$ cat config.mk
export PLATFORM = sky130hd
export DESIGN_NAME = debounce_scan_ctrl_flat
export DESIGN_NICKNAME = d
export VERILOG_FILES = /design/src/rtl/debounce_scan_pkg.sv /design/src/rtl/debounce_scan_ctrl_if.sv /design/src/rtl/debounce_scan_sync.sv /design/src/rtl/debounce_scan_ctrl.sv /design/src/flat_wrapper.sv
export SDC_FILE = /design/constraint.sdc
export NUM_CORES = 1
export LEC_CHECK = 0
export CORE_MARGIN = 5
export CORE_UTILIZATION = 46
export CTS_BUF_LIST = sky130_fd_sc_hd__clkbuf_4 sky130_fd_sc_hd__clkbuf_8
export DETAILED_ROUTE_END_ITERATION = 10
export PLACE_DENSITY = 0.68
export SLEW_MARGIN = 10
export SYNTH_ARGS = -nofsm -noshare
export SYNTH_HDL_FRONTEND = slang
export SYNTH_SLANG_ARGS = --single-unit
$ cat constraint.sdc
create_clock -name clk -period 4 [get_ports clk]
set_input_delay 1 -clock clk [delete_from_list [all_inputs] [get_ports clk]]
set_output_delay 1 -clock clk [all_outputs]
set_load 0.01 [all_outputs]
$ cat src/rtl/debounce_scan_pkg.sv
// -----------------------------------------------------------------------------
// debounce_scan_pkg
// Shared definitions for the time-multiplexed debounce controller:
//   - scan_state_e : scan FSM states (S_WAIT, S_LOAD, S_EVAL)
//   - clog2        : constant ceil(log2) helper
//   - idx_width / cnt_width : derived width rules, usable with any parameter set
//   - IDX_W / CNT_W : widths for the default configuration (8 channels, delay 16)
// -----------------------------------------------------------------------------
package debounce_scan_pkg;

  typedef enum logic [1:0] {
    S_WAIT = 2'd0,
    S_LOAD = 2'd1,
    S_EVAL = 2'd2
  } scan_state_e;

  // ceil(log2(value)); clog2(1) == 0.
  function automatic int clog2(input int value);
    int result;
    int rem;
    result = 0;
    rem    = value - 1;
    while (rem > 0) begin
      result++;
      rem = rem >> 1;
    end
    return result;
  endfunction

  // Channel index width; never zero so a single-channel build still has a port.
  function automatic int idx_width(input int channels);
    return (clog2(channels) < 1) ? 1 : clog2(channels);
  endfunction

  // Stable-sample counter width; holds 0..delay.
  function automatic int cnt_width(input int delay);
    return (clog2(delay + 1) < 1) ? 1 : clog2(delay + 1);
  endfunction

  localparam int IDX_W = idx_width(8);
  localparam int CNT_W = cnt_width(16);

endpackage

$ cat src/rtl/debounce_scan_ctrl_if.sv
// -----------------------------------------------------------------------------
// debounce_scan_ctrl_if
// Pin-side bundle of the debounce controller.
//   din      : raw asynchronous inputs            (master -> slave)
//   dout     : debounced levels                   (slave -> master)
//   rise     : 1-clk pulse on dout 0->1           (slave -> master)
//   fall     : 1-clk pulse on dout 1->0           (slave -> master)
//   scan_idx : channel under evaluation (debug)   (slave -> master)
// With DEBOUNCE_SCAN_IRQ_EN defined it also carries:
//   irq_clr  : per-channel pending clear          (master -> slave)
//   irq      : OR of pending change flags         (slave -> master)
// -----------------------------------------------------------------------------
interface debounce_scan_ctrl_if
  import debounce_scan_pkg::*;
#(
  parameter int CHANNELS = 8
) ();

  localparam int IDX_BITS = idx_width(CHANNELS);

  logic [CHANNELS-1:0] din;
  logic [CHANNELS-1:0] dout;
  logic [CHANNELS-1:0] rise;
  logic [CHANNELS-1:0] fall;
  logic [IDX_BITS-1:0] scan_idx;

`ifdef DEBOUNCE_SCAN_IRQ_EN
  logic [CHANNELS-1:0] irq_clr;
  logic                irq;

  modport master (output din, irq_clr, input dout, rise, fall, scan_idx, irq);
  modport slave  (input din, irq_clr, output dout, rise, fall, scan_idx, irq);
`else
  modport master (output din, input dout, rise, fall, scan_idx);
  modport slave  (input din, output dout, rise, fall, scan_idx);
`endif

endinterface

$ cat src/rtl/debounce_scan_sync.sv
// -----------------------------------------------------------------------------
// debounce_scan_sync
// WIDTH-bit two-flop synchronizer for asynchronous inputs; both stages reset
// to 0.
//   clk : system clock
//   rst : asynchronous, active-high reset
//   d   : asynchronous inputs
//   q   : synchronized outputs (two clocks of latency)
// -----------------------------------------------------------------------------
module debounce_scan_sync #(
  parameter int WIDTH = 1
) (
  input  logic             clk,
  input  logic             rst,
  input  logic [WIDTH-1:0] d,
  output logic [WIDTH-1:0] q
);

  logic [WIDTH-1:0] meta_q;

  // NOTE: non-blocking assignments make both stages sample their old values
  // on the same edge, so the chain really is two flops deep.
  always_ff @(posedge clk or posedge rst) begin
    if (rst) begin
      meta_q <= '0;
      q      <= '0;
    end else begin
      meta_q <= d;
      q      <= meta_q;
    end
  end

endmodule

$ cat src/rtl/debounce_scan_ctrl.sv
// -----------------------------------------------------------------------------
// debounce_scan_ctrl
// Time-multiplexed debounce controller. A single evaluation engine visits one
// channel per scan slot (PRESCALE clocks) in round-robin order, keeping each
// channel's stable-sample count in a register array. A channel's output
// changes after DELAY+1 consecutive agreeing samples of that channel.
//
// Parameters: CHANNELS (>= 1), DELAY (threshold), PRESCALE (>= 3 clk/slot)
// Ports:
//   clk : system clock
//   rst : asynchronous, active-high reset
//   bus : debounce_scan_ctrl_if.slave (din in; dout/rise/fall/scan_idx out)
// Optional feature macro DEBOUNCE_SCAN_IRQ_EN: adds a sticky per-channel
// pending register set by rise/fall, cleared by bus.irq_clr (set wins), and a
// registered bus.irq = |pending.
// -----------------------------------------------------------------------------
module debounce_scan_ctrl
  import debounce_scan_pkg::*;
#(
  parameter int CHANNELS = 8,
  parameter int DELAY    = 16,
  parameter int PRESCALE = 4
) (
  input  logic                 clk,
  input  logic                 rst,
  debounce_scan_ctrl_if.slave  bus
);

  localparam int IDX_BITS = idx_width(CHANNELS);
  localparam int CNT_BITS = cnt_width(DELAY);
  localparam int PRE_BITS = idx_width(PRESCALE);

  localparam logic [IDX_BITS-1:0] IDX_LAST = IDX_BITS'(CHANNELS - 1);
  localparam logic [CNT_BITS-1:0] CNT_MAX  = CNT_BITS'(DELAY);
  localparam logic [PRE_BITS-1:0] PRE_LAST = PRE_BITS'(PRESCALE - 1);

  // ---------------------------------------------------------------------------
  // Input synchronizer
  // ---------------------------------------------------------------------------
  logic [CHANNELS-1:0] sync_q;

  debounce_scan_sync #(.WIDTH(CHANNELS)) u_sync (
    .clk (clk),
    .rst (rst),
    .d   (bus.din),
    .q   (sync_q)
  );

  // ---------------------------------------------------------------------------
  // Slot prescaler: the terminal count is the slot tick
  // ---------------------------------------------------------------------------
  logic [PRE_BITS-1:0] pre_q;
  logic                slot_tick;

  assign slot_tick = (pre_q == PRE_LAST);

  always_ff @(posedge clk or posedge rst) begin
    if (rst) pre_q <= '0;
    else     pre_q <= slot_tick ? '0 : pre_q + PRE_BITS'(1);
  end

  // ---------------------------------------------------------------------------
  // Scan FSM
  // ---------------------------------------------------------------------------
  scan_state_e state_q, state_d;

  always_ff @(posedge clk or posedge rst) begin
    if (rst) state_q <= S_WAIT;
    else     state_q <= state_d;
  end

  // NOTE: every combinational output gets a default before the case, so no
  // path leaves it unassigned and no latch is inferred.
  always_comb begin
    state_d = state_q;
    case (state_q)
      S_WAIT:  if (slot_tick) state_d = S_LOAD;
      S_LOAD:  state_d = S_EVAL;
      S_EVAL:  state_d = S_WAIT;
      default: state_d = S_WAIT;
    endcase
  end

  // ---------------------------------------------------------------------------
  // Per-channel state and the working copy of the visited channel
  // ---------------------------------------------------------------------------
  logic [IDX_BITS-1:0] idx_q;
  logic [CNT_BITS-1:0] cnt_q [CHANNELS];
  logic [CHANNELS-1:0] dout_q, rise_q, fall_q;

  logic                sample_q;
  logic                cur_out_q;
  logic [CNT_BITS-1:0] cur_cnt_q;

  always_ff @(posedge clk or posedge rst) begin
    if (rst) begin
      sample_q  <= 1'b0;
      cur_out_q <= 1'b0;
      cur_cnt_q <= '0;
    end else if (state_q == S_LOAD) begin
      sample_q  <= sync_q[idx_q];
      cur_out_q <= dout_q[idx_q];
      cur_cnt_q <= cnt_q[idx_q];
    end
  end

  // Debounce rule. While the output is low the count climbs towards DELAY on
  // high samples; while it is high the count drains towards 0 on low samples.
  // A disagreeing sample snaps the count back to the settled end.
  logic [CNT_BITS-1:0] next_cnt;
  logic                next_out;
  logic                do_rise;
  logic                do_fall;

  always_comb begin
    next_cnt = cur_cnt_q;
    next_out = cur_out_q;
    do_rise  = 1'b0;
    do_fall  = 1'b0;
    case ({cur_out_q, sample_q})
      2'b01: begin
        if (cur_cnt_q == CNT_MAX) begin
          next_out = 1'b1;
          do_rise  = 1'b1;
        end else begin
          next_cnt = cur_cnt_q + CNT_BITS'(1);
        end
      end
      2'b00: next_cnt = '0;
      2'b10: begin
        if (cur_cnt_q == '0) begin
          next_out = 1'b0;
          do_fall  = 1'b1;
        end else begin
          next_cnt = cur_cnt_q - CNT_BITS'(1);
        end
      end
      default: next_cnt = CNT_MAX;
    endcase
  end

  // Write-back happens only on the edge leaving S_EVAL; a reset before that
  // edge discards the working copy. rise/fall default low every clock so a
  // pulse lasts exactly one cycle.
  always_ff @(posedge clk or posedge rst) begin
    if (rst) begin
      idx_q  <= '0;
      dout_q <= '0;
      rise_q <= '0;
      fall_q <= '0;
      // NOTE: the count array is reset explicitly; every channel must start
      // from a known count, which a plain memory macro would not give us.
      for (int i = 0; i < CHANNELS; i++) cnt_q[i] <= '0;
    end else begin
      rise_q <= '0;
      fall_q <= '0;
      if (state_q == S_EVAL) begin
        cnt_q[idx_q]  <= next_cnt;
        dout_q[idx_q] <= next_out;
        rise_q[idx_q] <= do_rise;
        fall_q[idx_q] <= do_fall;
        idx_q         <= (idx_q == IDX_LAST) ? '0 : idx_q + IDX_BITS'(1);
      end
    end
  end

  assign bus.dout     = dout_q;
  assign bus.rise     = rise_q;
  assign bus.fall     = fall_q;
  assign bus.scan_idx = idx_q;

`ifdef DEBOUNCE_SCAN_IRQ_EN
  // ---------------------------------------------------------------------------
  // Sticky change flags. The set term is OR-ed in after the clear mask, so a
  // change arriving in the same cycle as its clear survives.
  // ---------------------------------------------------------------------------
  logic [CHANNELS-1:0] pending_q;
  logic                irq_q;

  always_ff @(posedge clk or posedge rst) begin
    if (rst) begin
      pending_q <= '0;
      irq_q     <= 1'b0;
    end else begin
      pending_q <= (pending_q & ~bus.irq_clr) | rise_q | fall_q;
      irq_q     <= |pending_q;
    end
  end

  assign bus.irq = irq_q;
`endif

endmodule

$ cat src/flat_wrapper.sv
// flat-port wrapper written by rule: the top's interface ports become plain ports
module debounce_scan_ctrl_flat import debounce_scan_pkg::*;
#(
  parameter int CHANNELS = 8,
  parameter int DELAY    = 16,
  parameter int PRESCALE = 4
)
  (clk, rst, bus_din, bus_dout, bus_rise, bus_fall, bus_scan_idx);
  debounce_scan_ctrl_if #(.CHANNELS(CHANNELS)) bus_i ();
  input  logic clk;
  input  logic rst;
  input wire logic [$bits(bus_i.din)-1:0] bus_din;
  output wire logic [$bits(bus_i.dout)-1:0] bus_dout;
  output wire logic [$bits(bus_i.rise)-1:0] bus_rise;
  output wire logic [$bits(bus_i.fall)-1:0] bus_fall;
  output wire logic [$bits(bus_i.scan_idx)-1:0] bus_scan_idx;
  assign bus_i.din = bus_din;
  assign bus_dout = bus_i.dout;
  assign bus_rise = bus_i.rise;
  assign bus_fall = bus_i.fall;
  assign bus_scan_idx = bus_i.scan_idx;
  debounce_scan_ctrl #(.CHANNELS(CHANNELS), .DELAY(DELAY), .PRESCALE(PRESCALE)) u_core (.clk(clk), .rst(rst), .bus(bus_i));
endmodule
; ---- After elaboration in Yosys (flattened, before gate mapping)
; Cells that the tools add are included.
; Widths: inputs -> output; s select.
[totals]
regBits = 94
in_bits = 10
out_inout_bits = 27
word_cells = 72
[op_classes]
n_addsub = 4
magnitude_cmp = 4
eq_ne = 8
mux = 29
bitwise = 3
reduce_logical = 5
[ops]
columns = cell, count
row1 = $bwmux 40, 1
row2 = $mux 5, 5
row3 = $and 8x8->8, 2
row4 = $mux 8, 2
row5 = $bmux 5 s3, 1
row6 = $demux 5 s3, 1
row7 = $pmux 5 s3, 1
row8 = $mux 1, 9
row9 = $bwmux 8, 1
row10 = $bmux 1 s3, 2
row11 = $eq 2x2->1 const B, 3
row12 = $add 5x1->5 const B, 1
row13 = $eq 5x5->1 const B, 1
row14 = $logic_not 5->1, 1
row15 = $sub 5x1->5 const B, 1
row16 = $eq 2x1->1 const B, 2
row17 = $ge 4x4->1 const B, 1
row18 = $logic_not 2->1, 2
row19 = $lt 3x4->1 const B, 1
row20 = $lt 4x1->1 const B, 1
row21 = $mux 2, 2
row22 = $not 3->4, 1
row23 = $pmux 2 s2, 1
row24 = $add 3x1->3 const B, 1
row25 = other kinds (8), 9

; ---- Depth between registers and ports, before layout
[logic_depth]
word_depth = 6
ltp_mapped = 7
ltp_nobuf = 6

; ---- Hierarchy
; From an unflattened synthesis, not the netlist that was laid out.
[unflattened]
hier_cells = 305
hier_area_um2 = 4020.1
[by_module_without_submodules]
columns = mod, instances, cells_per_inst, area_each_um2, seq_area_each_um2
row1 = debounce_scan_ctrl, 1, 288, 3616.0, 1951.9
row2 = debounce_scan_sync, 1, 17, 404.1, 400.4

; ---- Worst setup path before layout
; Ideal clock, no wire load.
[synth_path]
kind = register -> register
startpoint = register u_core.cur_cnt_q[1]
endpoint = register u_core.cnt_q[0] in the netlist's numbering
setup_time_ps = 125
arrival_time_ps = 1884
t_required_ps = 3875
slack_ps = 1991
path_stages_with_launch = 8
path_buffers = 1
period_less_slack_ps = 2009
path_cell_list = dfrtp_1 > clkbuf_1 > inv_1 > ha_1 > or3b_1 > a2111oi_2 > nor4_2 > mux2_2
[synth_between]
elab_chain_cells = 4
elab_cells_between_ends = 6
cone_classes = 1 x eq/ne / 4 x mux / 1 x reduce/logical
[synth_lines]
columns = element, line
row1 = start: declaration, debounce_scan_ctrl.sv:93  ; logic [CNT_BITS-1:0] cur_cnt_q;
row2 = start signal: assignment, debounce_scan_ctrl.sv:103  ; cur_cnt_q <= cnt_q[idx_q];
row3 = $eq 5x5->1 or $logic_not 5->1 (tied branches), "debounce_scan_ctrl.sv:122, debounce_scan_ctrl.sv:131"
row4 = "$mux 5, on equally long branches", "debounce_scan_ctrl.sv:122, debounce_scan_ctrl.sv:131"
row5 = $pmux 5 s3 *, debounce_scan_ctrl.sv:120  ; case ({cur_out_q, sample_q})
row6 = $bwmux 40 *, debounce_scan_ctrl.sv:158  ; cnt_q[idx_q] <= next_cnt;
row7 = end signal: indexed assignment, debounce_scan_ctrl.sv:158
row8 = end: declaration, debounce_scan_ctrl.sv:88  ; logic [CNT_BITS-1:0] cnt_q [CHANNELS];
; Every way passes the cells marked *; elsewhere a longest branch is shown, timed or not.
; A chain may end at the register's enable or synchronous reset.

; ---- Worst setup path after layout
[layout_path]
startpoint = register u_core.idx_q[2], in the netlist u_core.bus.scan_idx[2]
endpoint = output port bus_scan_idx[2]
[layout_rtl]
columns = element, line
row1 = start: declaration, debounce_scan_ctrl.sv:87  ; logic [IDX_BITS-1:0] idx_q;
row2 = start signal: assignment, debounce_scan_ctrl.sv:162  ; idx_q <= (idx_q == IDX_LAST) ? '0 : idx_q + IDX_BITS'(1);
row3 = end: declaration, flat_wrapper.sv:16  ; output wire logic [$bits(bus_i.scan_idx)-1:0] bus_scan_idx;
; No word-level cell between the ends.

==> flow_metrics.env <==
export IMPL_tightest_slew_ps=878
export IMPL_antenna_found_initial=0
export IMPL_final_util=0.544
export IMPL_finalMaxSlewViolations=0
export IMPL_rsz0062_at_grt="false"
export IMPL_pin_count=37
export IMPL_ys_ff_latch=94
export IMPL_skew_ps=9.22
export IMPL_cp_slowest_cell="dfrtp_1"
export IMPL_fin_cells=457
export IMPL_p_seq_frac=0.583
export IMPL_n_antenna_cell=0
export IMPL_critPathRequiredTime_ps=3000
export IMPL_async_flop_share=1.00
export IMPL_setup_tns_final_ps=0
export IMPL_cp_end_kind="output pin"
export IMPL_wl_per_cell_um=17.5
export IMPL_syn_num_nets=332
export IMPL_synth_edf_count=0
export IMPL_htree_levels=3
export IMPL_whs_path_depth=0
export IMPL_relSlewSlack=0.412
export IMPL_grt_pass1_wl_um=13300
export IMPL_synthAdderAreaFrac=0.0246
export IMPL_cts_resized=0
export IMPL_syn_area_um2=4070
export IMPL_power_internal_mw=1.30
export IMPL_die_x_um=104
export IMPL_crit_buf_inv=1
export IMPL_dp_cells=442
export IMPL_synth_avg_cell_area_um2=13.0
export IMPL_groute_usage_overall=0.154
export IMPL_clock_sinks=94
export IMPL_finalWirelength_um=7980
export IMPL_clock_latency_ps=350
export IMPL_synth_top_family_by_area="multiplexers"
export IMPL_grt_max_degree=51
export IMPL_combinationalPowerShare=0.035
export IMPL_reg2regPathDepth=6
export IMPL_core_area_um2=8680
export IMPL_arrival_ps=1980
export IMPL_synth_area_leader_cell="dfrtp_1"
export IMPL_path_delay_family="flip-flops"
export IMPL_synth_area_mux_share=0.191
export IMPL_post_route_min_period_ps=2980
export IMPL_powerDensity_nw_per_um2=353
export IMPL_cap_violations=0
export IMPL_first_pass_iters=4
export IMPL_synth_compound_area_frac=0.0667
export IMPL_cts_made_buffers=9
export IMPL_hpwl_um=5580
export IMPL_vias=2490
export IMPL_place_ws_ps=1400
export IMPL_status="finished clean"
export IMPL_layout_setup_ws_ps=1020
export IMPL_switching_share=0.217
export IMPL_drc=0
export IMPL_fp_dieH_um=104
export IMPL_ant_nets=0
export IMPL_area_growth_pct=15.9
export IMPL_gp_congestion=0.814
export IMPL_clkTransAtPathRegs_ps=90
export IMPL_slowest_delay_ps=910
export IMPL_ys_flop_type="dfrtp_1"
export IMPL_ys_top_cells_by_area="dfrtp_1, mux2_2, mux4_2"
export IMPL_hold_buffers=0
export IMPL_start_util=0.469
export IMPL_yosysWarnings=0
export IMPL_worstSetupPathType="reg2out"
export IMPL_cts_tree="done"
export IMPL_grt_pass1_vias=2607
export IMPL_power_leakage_nw=2.11
export IMPL_startpoint_type="flip-flop"
export IMPL_synth_top_area_frac=0.578
export IMPL_timing_final_crit_share=0.744
export IMPL_nets=363
export IMPL_drive_gt1_frac=0.212
export IMPL_via_per_inst=5.45
export IMPL_clk_path_buf_depth=2
export IMPL_dieArea_um2=10800
export IMPL_hold_viol=0
export IMPL_ir_worst_vdd_uv=260
export IMPL_yosysSeqAreaShare=0.578
export IMPL_grt_ovfl_total=0
export IMPL_critPathMaxFanout=21
export IMPL_synth_xor_area_frac=0
export IMPL_root_buffer="clkbuf_8"
export IMPL_hp_class="reg2reg"
export IMPL_io_buffers=36
export IMPL_crit_chain="clkdlybuf4s50_1"
export IMPL_synthCells=314
export IMPL_setup_viol=0
export IMPL_synth_simple_gate_area_frac=0.113
export IMPL_num_rows=34
export IMPL_pwr_share_clk=0.383
export IMPL_post_cts_setup_buffer_count=0
export IMPL_switching_power_uw=362
export IMPL_max_freq_ghz=0.336
export IMPL_dr_first_iter_drc_count=81
export IMPL_holdWs_ps=345
export IMPL_yosysUniqueCellTypes=43
export IMPL_crit_cells=1
-- synth_stat cells, types with 2 or more instances --
library cell   n
a21oi_1        4
a31oi_1        2
and4_1         2
buf_2          7
clkbuf_1      10
dfrtp_1       94
ha_1           8
inv_1          8
mux2_2        34
mux2i_1        8
mux4_2        14
nand2_1       27
nand2b_1       4
nand3_1        5
nand3b_1       4
nand4_1        2
nand4b_1       2
nor2_1        25
nor2b_1        4
nor3_1         2
nor3b_1        2
nor4_2         2
o21a_1         2
o21ai_0       22
or3_1          2
-- path summary, 6_finish.rpt --
| path | start | endpoint | slack [ps] |
|---|---|---|---|
| setup / recovery | u_core.bus.scan_idx[2]$_DFFE_PP0P_ | bus_scan_idx[2] | 1020 |
| hold / removal | u_core.u_sync.meta_q[5]$_DFF_PP0_ | u_core.u_sync.q[5]$_DFF_PP0_ | 340 |
| setup reg to reg | u_core.cur_cnt_q[0]$_DFFE_PP0N_ | u_core.cnt_q[14]$_DFFE_PP0P_ | 1610 |
| hold reg to reg | u_core.u_sync.meta_q[5]$_DFF_PP0_ | u_core.u_sync.q[5]$_DFF_PP0_ | 340 |
| max in group asynchronous | rst | u_core.cur_cnt_q[3]$_DFFE_PP0N_ | 2210 |
| min in group asynchronous | rst | u_core.u_sync.meta_q[3]$_DFF_PP0_ | 1080 |
-- worst register-to-register path, stage by stage (launching register included) --
cell,delay (ps)
dfrtp_1,470
inv_1,150
ha_1,240
or3b_1,470
a22o_1,230
a211oi_2,510
o21ai_0,190
-- layer usage --
metal | vias to the layer above | wire length [µm] | global-route usage
met1 | 1251 | 3650 | 0.211
li1 | 1182 | - | -
met3 | 6 | 398 | 0.0435
met4 | 0 | 84 | 0.0481
met2 | 51 | 3850 | 0.240
met5 | - | 0 | 0
-- power by group through the flow --
stage               clock network, mW  registers, mW  logic (mW)
floorplan                           0          0.988      0.0387
global placement                    0          0.989      0.0579
detailed placement                  0          0.990      0.0597
CTS                             0.656          0.971      0.0598
global route                    0.693          0.973      0.0650
finish                          0.637          0.971      0.0581
-- metrics by stage --
stage / total power [mW] / cell area, µm²
3_5_place_dp: 1.05 / 4520
4_1_cts: 1.69 / 4720
6_report: 1.67 / 4720
2_1_floorplan: 1.03 / 4070
3_3_place_gp: 1.05 / 4520
5_1_grt: 1.73 / 4720
-- sequential cells by signal, indices dropped and copies added, names as in the netlist --
signal and flops:
u_core.bus.dout 8, u_core.bus.fall 8, u_core.bus.rise 8, u_core.bus.scan_idx 3, u_core.cnt_q 40, u_core.cur_cnt_q 5, u_core.cur_out_q 1, u_core.pre_q 2
u_core.sample_q 1, u_core.state_q 2, u_core.u_sync.meta_q 8, u_core.u_sync.q 8
-- placed cells by master, fill, tap and decap left out, drive strengths merged, types with 2 or more instances in the layout --
cell	n
and4	2
clkdlybuf4s50	36
or3	2
a21oi	4
nand3b	4
ha	8
nand4	2
a211oi	2
nor3	2
nand2b	4
o21a	2
mux2	34
clkbuf	11
mux2i	8
o21ai	22
nand2	27
inv	9
nand4b	2
nor3b	3
a31oi	2
buf	2
dfrtp	94
mux4	14
nor4	3
nand3	5
nor2b	4
nor2	25
-- layout make-up --
cell class              instances  area (µm²)
clock buffers                  11         145
clock inverters                 4        55.1
fillers                       742        3960
inverters                       8        31.3
multi-input cells             194        1610
flip-flops and latches         94        2350
well taps                     108         135
repair buffers                 38         388
-- logic make-up (layout without fill, tap and decap cells) --
| family | Yosys count | in the layout |
|---|---|---|
| buffers and inverters | 26 | 61 |
| AO/OA/AOI/OAI | 41 | 41 |
| AND/OR/NAND/NOR | 89 | 89 |
| adder cells (fa/ha/maj) | 8 | 8 |
| flip-flops | 94 | 94 |
| multiplexers | 56 | 56 |
Power figures use the tool's default switching activity.
